$ cat src/rtl/periph_bus_pkg.sv
// Shared definitions for the peripheral data bus: FSM encoding, alignment rule
// and default widths used by both initiator and responder.
package periph_bus_pkg;

  localparam int unsigned PB_DATA_WIDTH = 32;
  localparam int unsigned PB_ADDR_WIDTH = 10;
  localparam logic [1:0]  PB_ALIGN_MASK = 2'b11;

  typedef enum logic [1:0] {
    ST_IDLE    = 2'd0,
    ST_REQ     = 2'd1,
    ST_WAIT_RV = 2'd2,
    ST_RESP    = 2'd3
  } pb_state_e;

  // Only word-aligned accesses go out on the bus.
  function automatic logic pb_misaligned(input logic [1:0] addr_lsb);
    return |(addr_lsb & PB_ALIGN_MASK);
  endfunction

endpackage

$ cat src/rtl/periph_bus_master.sv
// Single-outstanding initiator for the req/gnt/rvalid peripheral bus.
// Optional request timeout enabled by defining PERIPH_BUS_MASTER_TIMEOUT_EN.
module periph_bus_master
  import periph_bus_pkg::*;
#(
  parameter int unsigned DATA_WIDTH     = PB_DATA_WIDTH,
  parameter int unsigned ADDR_WIDTH     = PB_ADDR_WIDTH,
  parameter int unsigned TIMEOUT_CYCLES = 64
) (
  input  logic                    clk,
  input  logic                    reset,
  input  logic                    cmd_valid_i,
  output logic                    cmd_ready_o,
  input  logic                    cmd_we_i,
  input  logic [ADDR_WIDTH-1:0]   cmd_addr_i,
  input  logic [DATA_WIDTH/8-1:0] cmd_be_i,
  input  logic [DATA_WIDTH-1:0]   cmd_wdata_i,
  output logic                    rsp_valid_o,
  input  logic                    rsp_ready_i,
  output logic [DATA_WIDTH-1:0]   rsp_rdata_o,
  output logic                    rsp_err_o,
  output logic                    master_data_req_o,
  output logic [ADDR_WIDTH-1:0]   master_data_addr_o,
  output logic                    master_data_we_o,
  output logic [DATA_WIDTH/8-1:0] master_data_be_o,
  output logic [DATA_WIDTH-1:0]   master_data_wdata_o,
  input  logic                    master_data_gnt_i,
  input  logic                    master_data_rvalid_i,
  input  logic [DATA_WIDTH-1:0]   master_data_rdata_i
);

  localparam int unsigned BE_W = DATA_WIDTH / 8;

  typedef struct packed {
    logic                  we;
    logic [ADDR_WIDTH-1:0] addr;
    logic [BE_W-1:0]       be;
    logic [DATA_WIDTH-1:0] wdata;
  } cmd_t;

  typedef struct packed {
    logic                  err;
    logic [DATA_WIDTH-1:0] rdata;
  } rsp_t;

  pb_state_e             state_q, state_d;
  cmd_t                  cmd_q;
  rsp_t                  rsp_q, rsp_d;
  logic                  live_q;
  logic                  cmd_fire, cmd_mis, timeout;
  logic [DATA_WIDTH-1:0] capture_rdata;

  assign cmd_fire      = cmd_valid_i & cmd_ready_o;
  assign cmd_mis       = pb_misaligned(cmd_addr_i[1:0]);
  assign capture_rdata = cmd_q.we ? '0 : master_data_rdata_i;

`ifdef PERIPH_BUS_MASTER_TIMEOUT_EN
  localparam int unsigned TO_W = (TIMEOUT_CYCLES > 1) ? $clog2(TIMEOUT_CYCLES) : 1;
  localparam logic [TO_W-1:0] TO_LAST = TO_W'(TIMEOUT_CYCLES - 1);

  logic [TO_W-1:0] to_cnt_q;
  logic            bus_wait;

  assign bus_wait = (state_q == ST_REQ) || (state_q == ST_WAIT_RV);

  // Held at zero outside the bus phase, so it always starts from 0 on entry to REQ;
  // saturates so a late gnt landing on expiry still times out WAIT_RV next cycle.
  always_ff @(posedge clk or negedge reset) begin
    if (!reset)                          to_cnt_q <= '0;
    else if (!bus_wait)                  to_cnt_q <= '0;
    else if (to_cnt_q != TO_LAST)        to_cnt_q <= to_cnt_q + 1'b1;
  end

  assign timeout = bus_wait && (to_cnt_q == TO_LAST);
`else
  assign timeout = 1'b0;
`endif

  always_ff @(posedge clk or negedge reset) begin
    if (!reset) state_q <= ST_IDLE;
    else        state_q <= state_d;
  end

  // A bus response that coincides with expiry takes priority over the timeout.
  always_comb begin
    state_d = state_q;
    case (state_q)
      ST_IDLE:    if (cmd_fire) state_d = cmd_mis ? ST_RESP : ST_REQ;
      ST_REQ: begin
        if (master_data_gnt_i) state_d = master_data_rvalid_i ? ST_RESP : ST_WAIT_RV;
        else if (timeout)      state_d = ST_RESP;
      end
      ST_WAIT_RV: if (master_data_rvalid_i || timeout) state_d = ST_RESP;
      ST_RESP:    if (rsp_ready_i) state_d = ST_IDLE;
      default:    state_d = ST_IDLE;
    endcase
  end

  always_comb begin
    cmd_ready_o       = 1'b0;
    master_data_req_o = 1'b0;
    rsp_valid_o       = 1'b0;
    case (state_q)
      ST_IDLE: cmd_ready_o       = live_q;
      ST_REQ:  master_data_req_o = 1'b1;
      ST_RESP: rsp_valid_o       = 1'b1;
      default: ;
    endcase
  end

  always_comb begin
    rsp_d = rsp_q;
    case (state_q)
      ST_IDLE: begin
        if (cmd_fire) begin
          rsp_d.err   = cmd_mis;
          rsp_d.rdata = '0;
        end
      end
      ST_REQ: begin
        if (master_data_gnt_i) begin
          if (master_data_rvalid_i) rsp_d.rdata = capture_rdata;
        end else if (timeout) begin
          rsp_d.err = 1'b1;
        end
      end
      ST_WAIT_RV: begin
        if (master_data_rvalid_i) rsp_d.rdata = capture_rdata;
        else if (timeout)         rsp_d.err   = 1'b1;
      end
      default: ;
    endcase
  end

  // live_q keeps cmd_ready low until the first edge after reset release.
  always_ff @(posedge clk or negedge reset) begin
    if (!reset) begin
      live_q <= 1'b0;
      cmd_q  <= '0;
      rsp_q  <= '0;
    end else begin
      live_q <= 1'b1;
      rsp_q  <= rsp_d;
      if (cmd_fire) cmd_q <= '{we: cmd_we_i, addr: cmd_addr_i, be: cmd_be_i, wdata: cmd_wdata_i};
    end
  end

  assign master_data_addr_o  = cmd_q.addr;
  assign master_data_we_o    = cmd_q.we;
  assign master_data_be_o    = cmd_q.be;
  assign master_data_wdata_o = cmd_q.wdata;

  assign rsp_rdata_o = rsp_valid_o ? rsp_q.rdata : '0;
  assign rsp_err_o   = rsp_valid_o & rsp_q.err;

endmodule

$ cat config.mk
export PLATFORM = sky130hd
export DESIGN_NAME = periph_bus_master
export DESIGN_NICKNAME = d
export VERILOG_FILES = /design/src/rtl/periph_bus_pkg.sv /design/src/rtl/periph_bus_master.sv
export SDC_FILE = /design/constraint.sdc
export NUM_CORES = 1
export LEC_CHECK = 0
export BUFFER_PORTS_ARGS = -buffer_cell sky130_fd_sc_hd__buf_2
export CAP_MARGIN = 20
export CORE_ASPECT_RATIO = 1.25
export CORE_MARGIN = 2
export CORE_UTILIZATION = 49
export CTS_CLUSTER_SIZE = 8
export DETAILED_ROUTE_END_ITERATION = 10
export PLACE_DENSITY = 0.93
export SYNTH_ARGS = -nofsm -noshare
export SYNTH_HDL_FRONTEND = slang
export SYNTH_SLANG_ARGS = --single-unit
$ cat constraint.sdc
create_clock -name clk -period 2.6 [get_ports clk]
set_input_delay 0.39 -clock clk [delete_from_list [all_inputs] [get_ports clk]]
set_output_delay 0.39 -clock clk [all_outputs]
set_load 0.01 [all_outputs]
==> qor.yml <==
core_um2: 6890
grt_pass1_wl_mm: 12.5
avgSynthCellArea_um2: 14.4
tns_ps: 0
path_cells: "ha_1 > buf_4 > and2_1 > buf_2"
slowest_stage: "dfrtp_1"
worstSetupPathDepth: 4
yosysUniqueCellTypes: 25
skew_ps: 14.1
hold_buffers: 0
yosysMostFrequentCell: "dfrtp_1"
clkLatencyLatePin_ps: 350
post_cts_resized: 0
htree_num_levels: 3
cpPeakStageDelay_ps: 420
io_buffers: 167
drv_cap: 0
vias_per_cell: 5.09
avgRoutedWirePerCell_um: 15.8
grt_pass1_vias: 2678
tritoncts: "yes"
setup_viol_count_final: 0
drive_gt1_frac: 0.583
nNetsFinal: 498
cts_buffer_depth: 2
synthTopCellsByArea: "dfrtp_1, mux2_2, a22o_1"
p_leak_nw: 2.46
synth-seq-cells: 83
synth-main-ff-cell: "dfrtp_1"
grt_antenna_before_repair: 0
p_per_area_nw_per_um2: 1200
synth_async_sr_flop_share: 1.00
routed_wl_mm: 7.95
status: "finished clean"
drc: 0
die_w_um: 78.9
slew_headroom: 0.640
n_antenna_cell: 0
worstPathArrival_ps: 1760
crit_family: "buffers and inverters"
netlist_area_um2: 3440
grt_overflow_total: 0
endpoint: "rsp_rdata_o[21]"
clock-sinks: 83
drv_slew: 0
initial_utilization: 0.499
worstMarginPinSlew_ps: 539
post-cts-setup-buffers: 0
synth.largest_area_cell: "dfrtp_1"
synth_commonest_cells: "dfrtp_1, mux2_2, and2_1"
ant_nets: 0
fin_util: 0.667
cp_max_fo: 25
rr_startpoint: "state_q[1]"
die_area_um2: 7700
required_ps: 2210
worstSetupStartpoint: "state_q[0]"
syn_to_final_growth_pct: 33.7
crit_path_end_kind: "primary output"
r2r_slack_ps: 600
vias: 2556
synth.yosys.seq_area_share: 0.604
rsz0062_at_grt: "no"
yosysTopAreaCellShare: 0.604
max-vdd-ir-drop_v: 0.000627
drtPass1Iterations: 4
cts_root_buf: "clkbuf_8"
critPathLaunchType: "flip-flop"
cts_inserted_buffers: 9
fmax_mhz: 464
final-hold-violation-count: 0
syn_inst: 238
grt.total_usage: 0.211
path_buf_inv: 2
die_y_um: 97.6
synth_edf_count: 0
clk_pin_slew_worst_paths_ps: 90
synth_nets: 329
hpwlAfterDp_mm: 5.88
crit_type: "reg2out"
rr_endpoint: "rsp_q[4]"
num_io_pins: 168
yosysWarningCount: 0
reg2reg_depth: 6
drt_iter0_drc: 121
rows: 34
hold_path.class: "in2async"
grt_max_degree: 43
gp_congestion: 0.741
fin_crit_sh: 0.829
min_period_ps: 2150
flip-flops by register name, indices dropped and copies added (netlist names):
name and count:
master_data_wdata_o 32, master_data_addr_o 10, rsp_q 33, master_data_be_o 4, live_q 1, state_q 2
master_data_we_o 1
stage by stage:
step / std cells / area, um^2 / total power (W) / setup WS [ps] / hold slack [ps]
floorplan: 238 / 3440 / 0.00366 / 842 / 94.4
global placement: 486 / 4360 / 0.00434 / 774 / 404
detailed placement: 486 / 4360 / 0.00448 / 686 / 416
CTS: 502 / 4590 / 0.00556 / 410 / 22.0
global route: 502 / 4590 / 0.00584 / 293 / 41.7
finish: 502 / 4590 / 0.00550 / 445 / 7.44
layout by cell type, fill, tap and decap left out:
cell,n
a2111o_1,1
a2111oi_2,1
a211oi_1,1
a21boi_4,1
a21oi_1,1
a22o_1,32
a2bb2oi_1,1
and2_1,34
buf_12,2
buf_2,166
buf_4,4
bufinv_16,2
clkbuf_8,9
clkinv_4,1
conb_1,1
dfrtp_1,83
ha_1,6
inv_1,3
inv_6,3
inv_8,1
mux2_2,48
nand2b_1,1
nand3_2,1
nand3b_1,1
nor2_1,2
nor2b_1,2
nor3_1,1
nor4_4,1
o21ai_0,1
o41ai_1,1
layer usage:
layer	vias to the layer above	share of wire	GRT usage
li1	1187	-	-
met1	1247	0.38	0.242
met2	105	0.54	0.377
met3	17	0.055	0.0297
met4	0	0.025	0.106
met5	-	0	0
report_power, final:
| part | switching [W] | total (W) | internal, W |
|---|---|---|---|
| Clock | 0.000486 | 0.00105 | 0.000559 |
| Combinational | 0.00111 | 0.00221 | 0.00110 |
| Sequential | 0.000334 | 0.00225 | 0.00191 |
| Total | 0.00193 | 0.00550 | 0.00357 |
worst min path at each step:
stage / end / slack, ps / depth (start not counted) / start
floorplan: live_q / 90 / 0 / reset
global placement: rsp_q[30] / 400 / 1 / reset
finish: rsp_q[29] / 7 / 1 / reset
global route: rsp_q[29] / 40 / 1 / reset
CTS: rsp_q[29] / 20 / 1 / reset
detailed placement: rsp_q[29] / 420 / 1 / reset
cell families after synthesis:
| family | synth area share |
|---|---|
| compound gates | 0.105 |
| buf+inv | 0.0298 |
| simple gates | 0.0808 |
| fa+ha+maj | 0.0218 |
| flops | 0.604 |
| mux | 0.157 |
| other cells | 0.00109 |
area by class of cell:
cell class / instances / area [um^2]
fill: 547 / 2300
sequential: 83 / 2080
multi-input combinational: 138 / 1260
timing repair buffer: 172 / 901
clock buffer: 9 / 124
tap: 90 / 113
clock inverter: 7 / 106
inverter: 3 / 11.3
No activity file was read; power rests on OpenSTA's default activity.
